--- config.mk ---
export PLATFORM = sky130hd
export DESIGN_NAME = apmu_ibex_if_dummy_insert
export DESIGN_NICKNAME = d
export VERILOG_FILES = /design/src/rtl/apmu_ibex_if_dummy_insert.sv
export SDC_FILE = /design/constraint.sdc
export NUM_CORES = 1
export LEC_CHECK = 0
export BUFFER_PORTS_ARGS = -buffer_cell sky130_fd_sc_hd__buf_2
export CAP_MARGIN = 20
export CORE_MARGIN = 2
export CORE_UTILIZATION = 44
export CTS_CLUSTER_SIZE = 24
export DETAILED_ROUTE_END_ITERATION = 12
export GPL_ROUTABILITY_DRIVEN = 0
export PLACE_DENSITY = 0.76
export SYNTH_ARGS = -nofsm -noshare
export SYNTH_HDL_FRONTEND = slang
export SYNTH_SLANG_ARGS = --single-unit
--- constraint.sdc ---
create_clock -name clk_i -period 1.4 [get_ports clk_i]
set_clock_uncertainty 0.05 [all_clocks]
set_input_delay 0.28 -clock clk_i [delete_from_list [all_inputs] [get_ports clk_i]]
set_output_delay 0.28 -clock clk_i [all_outputs]
set_load 0.01 [all_outputs]
--- src/rtl/apmu_ibex_if_dummy_insert.sv ---
// IF/ID slot that merges the dummy-instruction stream with real fetches for the ID stage.
// Optional macro APMU_DUMMY_INSTR_STATS_EN adds a saturating count of inserted dummies.
module apmu_ibex_if_dummy_insert #(
  parameter bit ForwardProgress = 1'b1
) (
  input  logic        clk_i,
  input  logic        rst_ni,
  input  logic        fetch_valid_i,
  input  logic [31:0] fetch_rdata_i,
  input  logic [31:0] fetch_addr_i,
  input  logic        fetch_err_i,
  output logic        fetch_ready_o,
  input  logic        insert_dummy_instr_i,
  input  logic [31:0] dummy_instr_data_i,
  output logic        fetch_valid_o,
  output logic        id_in_ready_o,
  input  logic        flush_i,
  input  logic        id_ready_i,
  output logic        instr_valid_id_o,
  output logic [31:0] instr_rdata_id_o,
  output logic [31:0] instr_addr_id_o,
  output logic        instr_fetch_err_o,
  output logic        instr_is_dummy_id_o,
  output logic [15:0] dummy_cnt_o
);

  typedef enum logic [1:0] {
    EMPTY      = 2'd0,
    FULL_REAL  = 2'd1,
    FULL_DUMMY = 2'd2
  } slot_e;

  slot_e       state_q, state_d;
  logic [31:0] rdata_p1;
  logic [31:0] addr_p1;
  logic        err_p1;
  logic        last_dummy_q;
  logic [31:0] last_addr_q;

  logic load_en;
  logic block;
  logic accept_dummy;
  logic accept_real;

  assign load_en      = ((state_q == EMPTY) | id_ready_i) & ~flush_i;
  assign block        = ForwardProgress & last_dummy_q & fetch_valid_i;
  assign accept_dummy = insert_dummy_instr_i & load_en & ~block;
  assign accept_real  = fetch_valid_i & load_en & ~accept_dummy;

  assign fetch_ready_o = accept_real;
  assign fetch_valid_o = fetch_valid_i;
  assign id_in_ready_o = load_en & (~insert_dummy_instr_i | accept_dummy);

  always_ff @(posedge clk_i or negedge rst_ni) begin
    if (!rst_ni) begin
      state_q <= EMPTY;
    end else begin
      state_q <= state_d;
    end
  end

  always_comb begin
    state_d = state_q;
    if (flush_i) begin
      state_d = EMPTY;
    end else if (load_en) begin
      if (accept_dummy)     state_d = FULL_DUMMY;
      else if (accept_real) state_d = FULL_REAL;
      else                  state_d = EMPTY;
    end
  end

  // IF -> ID boundary: slot payload, cleared whenever the slot empties
  always_ff @(posedge clk_i or negedge rst_ni) begin
    if (!rst_ni) begin
      rdata_p1 <= 32'h0;
      addr_p1  <= 32'h0;
      err_p1   <= 1'b0;
    end else if (accept_dummy) begin
      rdata_p1 <= dummy_instr_data_i;
      addr_p1  <= fetch_valid_i ? fetch_addr_i : last_addr_q;
      err_p1   <= 1'b0;
    end else if (accept_real) begin
      rdata_p1 <= fetch_rdata_i;
      addr_p1  <= fetch_addr_i;
      err_p1   <= fetch_err_i;
    end else if (flush_i || load_en) begin
      rdata_p1 <= 32'h0;
      addr_p1  <= 32'h0;
      err_p1   <= 1'b0;
    end
  end

  always_ff @(posedge clk_i or negedge rst_ni) begin
    if (!rst_ni) begin
      last_dummy_q <= 1'b0;
      last_addr_q  <= 32'h0;
    end else begin
      if (accept_dummy)                   last_dummy_q <= 1'b1;
      else if (accept_real || flush_i)    last_dummy_q <= 1'b0;
      if (accept_real)                    last_addr_q  <= fetch_addr_i;
    end
  end

  assign instr_valid_id_o    = (state_q != EMPTY);
  assign instr_is_dummy_id_o = (state_q == FULL_DUMMY);
  assign instr_rdata_id_o    = rdata_p1;
  assign instr_addr_id_o     = addr_p1;
  assign instr_fetch_err_o   = err_p1;

`ifdef APMU_DUMMY_INSTR_STATS_EN
  logic [15:0] dummy_cnt_q;

  always_ff @(posedge clk_i or negedge rst_ni) begin
    if (!rst_ni) begin
      dummy_cnt_q <= 16'h0;
    end else if (accept_dummy && (dummy_cnt_q != 16'hFFFF)) begin
      dummy_cnt_q <= dummy_cnt_q + 16'h1;
    end
  end

  assign dummy_cnt_o = dummy_cnt_q;
`else
  assign dummy_cnt_o = 16'h0000;
`endif

endmodule

Yosys cells after proc, flatten, opt, wreduce, memory -nomap -nowiden
Cells that the tools add are included.
{"block": "totals", "regBits": 100, "input_bits": 103, "output_inout_bits": 86, "wordCells": 42}
{"block": "classes", "n_eq_ne": 1, "mux": 15, "n_bitwise": 13, "n_reduce_logical": 7}
{"op": "32-bit 2-to-1 mux", "count": 6}
{"op": "1-bit bitwise AND", "count": 7}
{"op": "1-bit 2-to-1 mux", "count": 6}
{"op": "2-bit 2-to-1 mux", "count": 3}
{"op": "2-bit nonzero test", "count": 3}
{"op": "1-bit NOT", "count": 4}
{"op": "3-bit nonzero test", "count": 1}
{"op": "2-bit equality test (second input constant)", "count": 1}
{"op": "2-bit zero test", "count": 1}
{"op": "1-bit logical OR", "count": 2}
{"op": "1-bit OR", "count": 2}

Depth between registers and ports, before layout
Gate-level depths: netlist of the first run.
{"block": "logic_depth", "word_depth": 11, "mapped_depth": 5, "mapped_depth_nobuf": 3}

Worst setup path after synthesis of the first run
No wires, ideal clock.
{"block": "synth_timing", "kind": "reg-to-reg", "from": "register state_q[1]", "to": "register addr_p1[12], in the netlist instr_addr_id_o[12]", "setup_time_ns": 0.124, "arrival_time_ns": 1.278, "path_slack_ns": -0.052, "stages_incl_launch_ff": 6, "path_buffers": 2, "cell_sequence": "dfrtp_1 > o21bai_4 > buf_2 > buf_4 > nor3b_1 > a211o_1"}
{"block": "synth_via", "elab_chain_cells": 9, "word_cells_on_any_way": 12}
{"element": "from (decl)", "line_no": "33", "text": "slot_e state_q, state_d;"}
{"element": "from (signal assigned)", "line_no": "58", "text": "state_q <= state_d;"}
{"element": "2-bit zero test (*)", "line_no": "45", "text": "assign load_en = ((state_q == EMPTY) | id_ready_i) & ~flush_i;"}
{"element": "1-bit OR (*)", "line_no": "45"}
{"element": "1-bit bitwise AND (*)", "line_no": "45"}
{"element": "1-bit bitwise AND (2 in series)", "line_no": "47", "text": "assign accept_dummy = insert_dummy_instr_i & load_en & ~block;"}
{"element": "1-bit NOT", "line_no": "48", "text": "assign accept_real = fetch_valid_i & load_en & ~accept_dummy;"}
{"element": "1-bit bitwise AND", "line_no": "48"}
{"element": "32-bit 2-to-1 mux", "line_no": "83", "text": "end else if (accept_real) begin"}
{"element": "32-bit 2-to-1 mux", "line_no": "79", "text": "end else if (accept_dummy) begin"}
{"element": "to (signal assigned)", "line_no": "81", "text": "addr_p1 <= fetch_valid_i ? fetch_addr_i : last_addr_q;"}
{"element": "to (signal assigned)", "line_no": "85", "text": "addr_p1 <= fetch_addr_i;"}
{"element": "to (decl)", "line_no": "35", "text": "logic [31:0] addr_p1;"}
Every way passes the cells marked *; elsewhere a longest branch is shown, timed or not.
A chain may end at the register's enable or synchronous reset.

Worst setup path after layout of the first run
{"block": "layout_timing", "from": "register state_q[0]", "to": "output port id_in_ready_o"}
{"block": "layout_via", "elab_chain_cells": 7}
{"element": "2-bit zero test (*)", "line_no": "45"}
{"element": "1-bit OR (*)", "line_no": "45"}
{"element": "1-bit bitwise AND (*)", "line_no": "45"}
{"element": "1-bit bitwise AND (2 in series)", "line_no": "47"}
{"element": "1-bit OR", "line_no": "52", "text": "assign id_in_ready_o = load_en & (~insert_dummy_instr_i | accept_dummy);"}
{"element": "1-bit bitwise AND (*)", "line_no": "52"}
{"element": "to (decl)", "line_no": "16", "text": "output logic id_in_ready_o,"}
Marked as above.

==> impl_summary.txt, run 1 <==
----------------------------------------------------
[Clock network]
  Cts bufs inserted ... 9
  CTS clk-pin slew, worst paths ... approximately 0.1 ns
  Number of clock sinks ... 100
  Level count of the clock H-tree ... 3
  Root Buffer Master ... sky130_fd_sc_hd__clkbuf_8
  Clock tree from TritonCTS ... built
  Max Buffers Root-to-Sink ... 2
  Worst-skew pair later-pin latency ... 0.36 ns

[Die]
  Die width ... 109 µm
  Area inside the core boundary ... approximately 11000 µm²
  Top-level port count ... between 150 and 200
  Standard-cell row count ... 38
  Effective utilization at floorplan ... a little under half
  Chip height ... roughly 110 µm
  Area enclosed by the die boundary ... ~12000 µm²

[Yosys]
  Number of standard cells after synthesis ... 406
  Post-synthesis sequential element count ... 100
  Netlist area before placement ... just under 5000 µm²
  Warning count from the yosys run ... 0
  Number of synthesized flops with an enable pin ... 0
  Fraction of registers with async set or reset after synthesis ... 100%
  Synth cell types ... 32
  Register area share after synthesis ... 51.1%
  Dominant synthesized flop cell ... sky130_fd_sc_hd__dfrtp_1
  Average size of a mapped cell ... roughly 12 µm²

[Layout]
  Post-Route Utilization ... between 60% and 70%
  Number of nets in the final layout ... 711
  Share of cells above drive strength 1 ... roughly 59%
  Area growth from synthesis to final layout ... 48.4%
  Number of inserted diodes ... 0
  Final std cells w/o fill ... about 750

[Route]
  Number of vias after detailed routing ... 4300
  Initial DRT Pass Iterations ... 4
  Final routed wire length divided by cell count ... about 20 µm
  Post-detailed-route via-to-cell ratio ... about 5.7
  Starting DRC count in detailed routing ... ~180
  Antenna-violating nets left ... 0
  Detailed Route WL ... ~15 mm
  DRC violation count after routing ... 0

[Pwr]
  PD cells ... roughly 1100 nW/µm²
  Leakage power figure ... roughly 3.8 nW
  Max VDD drop ... about 0.00057 V

[Critical path]
  Crit-path cells ... o21ba_4 > a311oi_2 > buf_2
  Setup slack of the most critical reg-to-reg path ... -0.32 ns
  Worst reg2reg endpoint ... instr_addr_id_o[11]$_DFFE_PN0P_
  R2r startpoint ... state_q[0]$_DFFE_PN0P_
  Critical path arrival ... ~1.4 ns
  Endpoint type of the worst setup path ... primary output
  Delay of the slowest cell on the worst path ... 0.45 ns
  Maximum net fanout on the critical path ... 3
  Worst endpoint required time ... approximately 1.1 ns
  Number of cells traversed by the worst register-to-register path ... 6
  Startpoint-to-endpoint class of the critical path ... reg2out
  CP Launch Type ... flip-flop
  Max stage delay cell, worst path ... sky130_fd_sc_hd__dfrtp_2

[Timing]
  Post-route worst hold slack ... just over 0.1 ns
  Final setup margin ... -0.356 ns
  Post-layout minimum cycle time ... roughly 1.8 ns
  Worst-case headroom to the max-slew limit ... approximately two thirds
  Setup TNS after final layout ... -15.80 ns
  Final slew viol count ... 0
  Setup-failing EPs final ... slightly above 90
  Final Hold Vio Count ... 0
  Worst slew pin tran ... ~0.52 ns
  Unrepaired setup endpoints after global routing ... true
  Maximum frequency from static timing analysis ... around 570 MHz
  Period utilization ... 125%

[Run status]
  Run status ... finished, violations left
  Violations in the final reports ... negative setup slack

[GRT]
  GRT overflow ... 0
  Number of antenna violations at the first check in global routing ... 1
  Global-route wire length before repair ... 21.3 mm
  Pin count of the biggest net entering global routing ... 60
  Combined global-route utilization of all metal layers ... approximately 23%
  Via count of the first global-routing pass ... 4165

[Placement]
  HPWL after detailed placement ... 8.71 mm
  Worst setup slack after placement ... -0.178 ns
  Number of input and output port buffers inserted ... roughly 170
  Placed Instances ... around 700

[Min path]
  Critical hold path startpoint ... fetch_addr_i[14]
  Worst hold path stage count ... 2
  Hold Path End ... last_addr_q[14]$_DFFE_PN0P_
  Type of the most critical hold path ... in2reg

[Flow run]
  Maximum capacitance violations ... 0

----------------------------------------------------
==> placed cells by master, fill, tap and decap left out, drive strengths merged <==
cell | Yosys | final
a32oi | 32 | 32
nor4b | 1 | 1
clkbuf | 13 | 16
a21oi | 2 | 2
o21bai | 1 | 1
clkinvlp | 0 | 2
mux2 | 32 | 32
o21ba | 1 | 1
o31ai | 1 | 1
nand2 | 2 | 2
a211oi | 32 | 32
bufbuf | 0 | 1
a21boi | 1 | 1
mux2i | 1 | 1
bufinv | 0 | 1
buf | 46 | 228
clkinv | 0 | 2
nand2b | 1 | 1
nor2b | 2 | 2
nor2 | 33 | 33
a311oi | 1 | 1
inv | 2 | 2
dfrtp | 100 | 100
nand4 | 1 | 1
a211o | 33 | 33
or2 | 1 | 1
nand3 | 2 | 2
dlygate4sd3 | 0 | 1
conb | 1 | 16
nor3b | 32 | 32
and3 | 32 | 32
==> Yosys cell counts (all sizes together), types with 2 or more instances <==
cell type | instances | area, µm²
clkbuf | 13 | 48.8
a32oi | 32 | 280
buf | 46 | 322
nor2 | 33 | 124
nor2b | 2 | 20.0
mux2 | 32 | 469
inv | 2 | 7.51
nor3b | 32 | 240
a211o | 33 | 289
a211oi | 32 | 240
a21oi | 2 | 10.0
and3 | 32 | 200
dfrtp | 100 | 2500
nand3 | 2 | 22.5
nand2 | 2 | 7.51
==> per-stage QoR <==
| stage | instance area, µm² | total power [W] |
|---|---|---|
| floorplan | 4980 | 0.00454 |
| detailed placement | 5930 | 0.00516 |
| global placement | 5930 | 0.00509 |
| global route | 7270 | 0.00797 |
| finish | 7270 | 0.00763 |
| CTS | 6810 | 0.00745 |
==> area by class of cell <==
class                   instances  area, µm²
clock buffers                  11        151
inverters                       2       12.5
fillers                       791       3570
well taps                     140        175
clock inverters                 5       58.8
flip-flops and latches        100       2500
multi-input cells             260       2510
repair buffers                235       1850
==> report_power, final <==
part | total (W) | internal [W] | switching (W)
logic | 0.00211 | 0.00116 | 0.000949
clock network | 0.00196 | 0.000929 | 0.00103
registers | 0.00356 | 0.00329 | 0.000267
total | 0.00763 | 0.00538 | 0.00224
==> state kept, by name, indices dropped and copies added (netlist names) <==
name               count
instr_addr_id_o       32
instr_rdata_id_o      32
last_addr_q           32
state_q                2
instr_fetch_err_o      1
last_dummy_q           1
==> worst max path at each step <==
stage | startpoint | to | cells past startpoint
after global routing | state_q[0]$_DFFE_PN0P_ | id_in_ready_o | 3
after floorplan | state_q[1]$_DFFE_PN0P_ | instr_addr_id_o[10]$_DFFE_PN0P_ | 4
after global placement | state_q[1]$_DFFE_PN0P_ | instr_rdata_id_o[24]$_DFFE_PN0P_ | 5
after detailed placement | state_q[1]$_DFFE_PN0P_ | instr_rdata_id_o[24]$_DFFE_PN0P_ | 5
after CTS | state_q[1]$_DFFE_PN0P_ | id_in_ready_o | 3
final | state_q[0]$_DFFE_PN0P_ | id_in_ready_o | 3
==> logic make-up (layout without fill, tap and decap cells) <==
group                  Yosys count  count (layout)  share of synthesized area [%]
flip-flops                     100             100                           51.1
AND/OR/NAND/NOR                107             107                           13.4
AO/OA/AOI/OAI                  104             104                           17.9
other                            1              16                         0.0766
multiplexers                    33              33                           9.79
buffers and inverters           61             253                           7.72
==> per-layer routing <==
metal,track usage [%],vias up,wire length [µm]
met5,0,-,8
met1,29.7,2181,6290
li1,-,1906,-
met2,40.0,182,7820
met4,6.96,2,294
met3,4.09,29,1010
==> what timing repair did <==
action,4_1_cts,5_1_grt
cloned,10,5
gates resized for setup,52,82
pin swaps,37,58
setup endpoints to repair,94,97
buffers inserted,20,6
hold buffers,1,0
hold endpoints to repair,100,0
==> worst max-delay path, delay by kind of cell, from the launching register on <==
| kind | cells | cell delay, ns |
|---|---|---|
| flip-flops | 1 | 0.45 |
| buffers and inverters | 1 | 0.18 |
| AO/OA/AOI/OAI | 2 | 0.44 |
Note: power is estimated with default switching activity, not from simulation.
==> run 2, diff against run 1 <==
Settings changed: ABC_AREA set to 1, CORE_UTILIZATION 44 to 45, PLACE_DENSITY 0.76 to 0.77.
==> impl_summary.txt, run 2 <==
----------------------------------------------------
[Run status]
  Run status ... finished, violations left
  Violations in the final reports ... negative setup slack

[Critical path]
  Critical path endpoint ... id_in_ready_o
  CP Launch Type ... flip-flop
  Worst endpoint required time ... 1.07 ns (about the same)
  Worst reg2reg endpoint ... instr_addr_id_o[12]$_DFFE_PN0P_
  Setup slack of the most critical reg-to-reg path ... -0.28 ns (+0.04 ns)
  Cell class contributing the biggest share of worst-path delay ... flip-flops
  R2r startpoint ... state_q[1]$_DFFE_PN0P_
  Setup crit start ... state_q[1]$_DFFE_PN0P_
  Crit path depth ... 7 (+4)
  Max stage delay cell, worst path ... sky130_fd_sc_hd__dfrtp_1
  Crit-path most repeated cell ... sky130_fd_sc_hd__nand2_4
  Number of buffer and inverter stages on the critical path ... 3 (+2)
  Delay of the slowest cell on the worst path ... 0.39 ns (-0.06 ns)
  Number of cells traversed by the worst register-to-register path ... 11 (+5)
  Endpoint type of the worst setup path ... primary output
  Maximum net fanout on the critical path ... 2 (-1)
  Startpoint-to-endpoint class of the critical path ... reg2out
  Critical path arrival ... 1.40 ns (-0.03 ns)
  Crit-path cells ... buf_4 > inv_2 > nand2_4 > nand2_4 > nand2_4 > a21oi_2 > buf_2

[Min path]
  Type of the most critical hold path ... in2reg

[Layout]
  Commonest cells after routing, fill and taps aside ... sky130_fd_sc_hd__nand2_1 (204), sky130_fd_sc_hd__buf_2 (168), sky130_fd_sc_hd__dfrtp_1 (100)
  Number of nets in the final layout ... 896 (+26%)
  Most common cell after layout, fill and taps aside ... sky130_fd_sc_hd__nand2_1
  Area growth from synthesis to final layout ... 37.2%
  Number of inserted diodes ... 0 (unchanged)
  Final std cells w/o fill ... 938 (+25%)
  Share of cells above drive strength 1 ... 36.2% (-23 points)

[Route]
  Initial DRT Pass Iterations ... 5 (+1)
  Antenna-violating nets left ... 0 (unchanged)
  DRC violation count after routing ... 0 (unchanged)
  Detailed Route WL ... 15.6 mm (+1.4%)
  Post-detailed-route via-to-cell ratio ... 5.38 (-5.7%)
  Starting DRC count in detailed routing ... 431 (+140%)
  Number of vias after detailed routing ... 5051 (+17%)
  Final routed wire length divided by cell count ... 16.7 µm (-19%)

[Die]
  Die width ... 109 µm (-0.84%)
  Standard-cell row count ... 38 (unchanged)
  Top-level port count ... 189 (unchanged)
  Area inside the core boundary ... 10700 µm² (-0.88%)
  Area enclosed by the die boundary ... 11800 µm² (-1.7%)
  Effective utilization at floorplan ... 45.8% (+0.62 points)
  Chip height ... 109 µm (-0.84%)

[Yosys]
  Library cell with the highest instance count after synthesis ... sky130_fd_sc_hd__nand2_1
  Most common library cells after synthesis ... sky130_fd_sc_hd__nand2_1 (228), sky130_fd_sc_hd__dfrtp_1 (100), sky130_fd_sc_hd__nand3_1 (65), sky130_fd_sc_hd__nand4_1 (64), sky130_fd_sc_hd__inv_1 (38)
  Number of standard cells after synthesis ... 607 (+50%)
  Post-synthesis sequential element count ... 100 (unchanged)
  Dominant cells by area after synthesis ... sky130_fd_sc_hd__dfrtp_1 (51%), sky130_fd_sc_hd__nand2_1 (17%), sky130_fd_sc_hd__nand4_1 (8.1%)
  Number of synthesized flops with an enable pin ... 0 (unchanged)
  Register area share after synthesis ... 50.9% (-0.25 points)
  Most area-hungry cell type in the Yosys netlist ... sky130_fd_sc_hd__dfrtp_1
  Average size of a mapped cell ... 8.10 µm² (-33%)
  Warning count from the yosys run ... 0 (unchanged)
  Fraction of registers with async set or reset after synthesis ... 100% (unchanged)
  Dominant synthesized flop cell ... sky130_fd_sc_hd__dfrtp_1
  Netlist area before placement ... 4920 µm² (+0.49%)
  Synth cell types ... 20 (-38%)
  Share of the synthesized area in the top cell type ... 50.9% (-0.25 points)

[Timing]
  Final Hold Vio Count ... 0 (unchanged)
  Final setup margin ... -0.325 ns (+0.0305 ns)
  Unrepaired setup endpoints after global routing ... true
  Period utilization ... 123% (-2.2 points)
  Maximum frequency from static timing analysis ... 580 MHz (+1.8%)
  Setup-failing EPs final ... 85 (-8.6%)
  Post-layout minimum cycle time ... 1.73 ns (-0.0305 ns)
  Final slew viol count ... 0 (unchanged)

[GRT]
  GRT overflow ... 0 (unchanged)
  Via count of the first global-routing pass ... 4665 (+12%)
  Combined global-route utilization of all metal layers ... 24.7% (+1.5 points)
  Number of antenna violations at the first check in global routing ... 0 (-1)
  Global-route wire length before repair ... 22.6 mm (+5.7%)
  Pin count of the biggest net entering global routing ... 58 (-3.3%)

[Clock network]
  CTS clk-pin slew, worst paths ... 0.10 ns (about the same)
  Clock tree from TritonCTS ... built
  Worst-skew pair later-pin latency ... 0.36 ns (about the same)
  Number of clock sinks ... 100 (unchanged)
  Level count of the clock H-tree ... 3 (unchanged)
  Root Buffer Master ... sky130_fd_sc_hd__clkbuf_8
  Max Buffers Root-to-Sink ... 2 (unchanged)
  Cts bufs inserted ... 9 (unchanged)

[Pwr]
  PD cells ... 1010 nW/µm² (-3.6%)
  Max VDD drop ... 0.000508 V (-11%)
  Overall power consumption ... 0.00683 W (-10%)
  Leakage power figure ... 3.80 nW (-0.45%)

[Placement]
  HPWL after detailed placement ... 9.28 mm (+6.5%)
  Number of input and output port buffers inserted ... 172 (unchanged)
  Placed Instances ... 895 (+28%)

[Flow run]
  Maximum capacitance violations ... 0 (unchanged)

----------------------------------------------------
-- run 2: layout make-up --
| class | instances | area (µm²) |
|---|---|---|
| well taps | 140 | 175 |
| clock inverters | 6 | 40.0 |
| repair buffers | 222 | 1660 |
| multi-input cells | 420 | 2080 |
| flip-flops and latches | 100 | 2500 |
| clock buffers | 10 | 138 |
| inverters | 40 | 153 |
| fillers | 917 | 4000 |
-- run 2: cell families after synthesis --
logic type,count (synthesis),share of synthesized area [%]
and+or+nand+nor,368,33.7
buffers and inverters,102,11.7
DFF,100,50.9
AOI/OAI and AO/OA,36,3.66
other,1,0.0762
-- run 2: worst register-to-register path, stage by stage, from the launching register on --
cell	delay [ns]
sky130_fd_sc_hd__dfrtp_1	0.39
sky130_fd_sc_hd__buf_4	0.14
sky130_fd_sc_hd__inv_2	0.07
sky130_fd_sc_hd__nand2_4	0.06
sky130_fd_sc_hd__nand2_4	0.07
sky130_fd_sc_hd__nand2_4	0.05
sky130_fd_sc_hd__buf_4	0.14
sky130_fd_sc_hd__nor2_4	0.15
sky130_fd_sc_hd__buf_8	0.18
sky130_fd_sc_hd__clkbuf_16	0.17
sky130_fd_sc_hd__nand2_1	0.05
sky130_fd_sc_hd__nand3_1	0.08
-- run 2: timing repair --
action | in CTS | in global routing
endpoints found under the setup margin | 70 | 104
resized for setup | 24 | 57
setup buffers | 8 | 7
gates cloned | 5 | 9
pin swaps | 6 | 28
endpoints found under the hold margin | 100 | 0
hold buffers | 1 | 0
-- run 2: power by group --
| part | internal [W] | switching [W] |
|---|---|---|
| clock network | 0.000689 | 0.00103 |
| logic | 0.000726 | 0.000951 |
| registers | 0.00324 | 0.000200 |
-- run 2: routing by layer --
metal	track usage, %	share of wire (%)	vias up
met3	3.98	7.7	33
met2	42.1	51	249
met5	0	0	-
li1	-	-	2337
met4	10.1	2.1	0
met1	31.1	39	2432
-- run 2: worst min path at each step --
stage / startpoint / endpoint / slack (ns) / cells after the start
after floorplan: rst_ni / instr_addr_id_o[0]$_DFFE_PN0P_ / -0.07 / 0
after global placement: rst_ni / last_addr_q[24]$_DFFE_PN0P_ / 0.24 / 2
after detailed placement: rst_ni / last_addr_q[25]$_DFFE_PN0P_ / 0.25 / 2
after CTS: dummy_instr_data_i[5] / instr_rdata_id_o[5]$_DFFE_PN0P_ / 0.06 / 3
after global routing: dummy_instr_data_i[5] / instr_rdata_id_o[5]$_DFFE_PN0P_ / 0.06 / 3
final: dummy_instr_data_i[5] / instr_rdata_id_o[5]$_DFFE_PN0P_ / 0.07 / 3
-- run 2: metrics by stage --
| step | utilization (%) | area, µm² | setup slack [ns] | setup TNS (ns) | hold slack (ns) |
|---|---|---|---|---|---|
| after global routing | 62.8 | 6750 | -0.377 | -22.71 | 0.0551 |
| after floorplan | - | 4980 | 0.0439 | 0 | -0.0656 |
| after CTS | 59.1 | 6350 | -0.319 | -15.58 | 0.0577 |
| after global placement | 54.5 | 5860 | 0.00402 | 0 | 0.241 |
| final | 62.8 | 6750 | -0.325 | -16.22 | 0.0683 |
| after detailed placement | 54.5 | 5860 | -0.0769 | -3.07 | 0.250 |
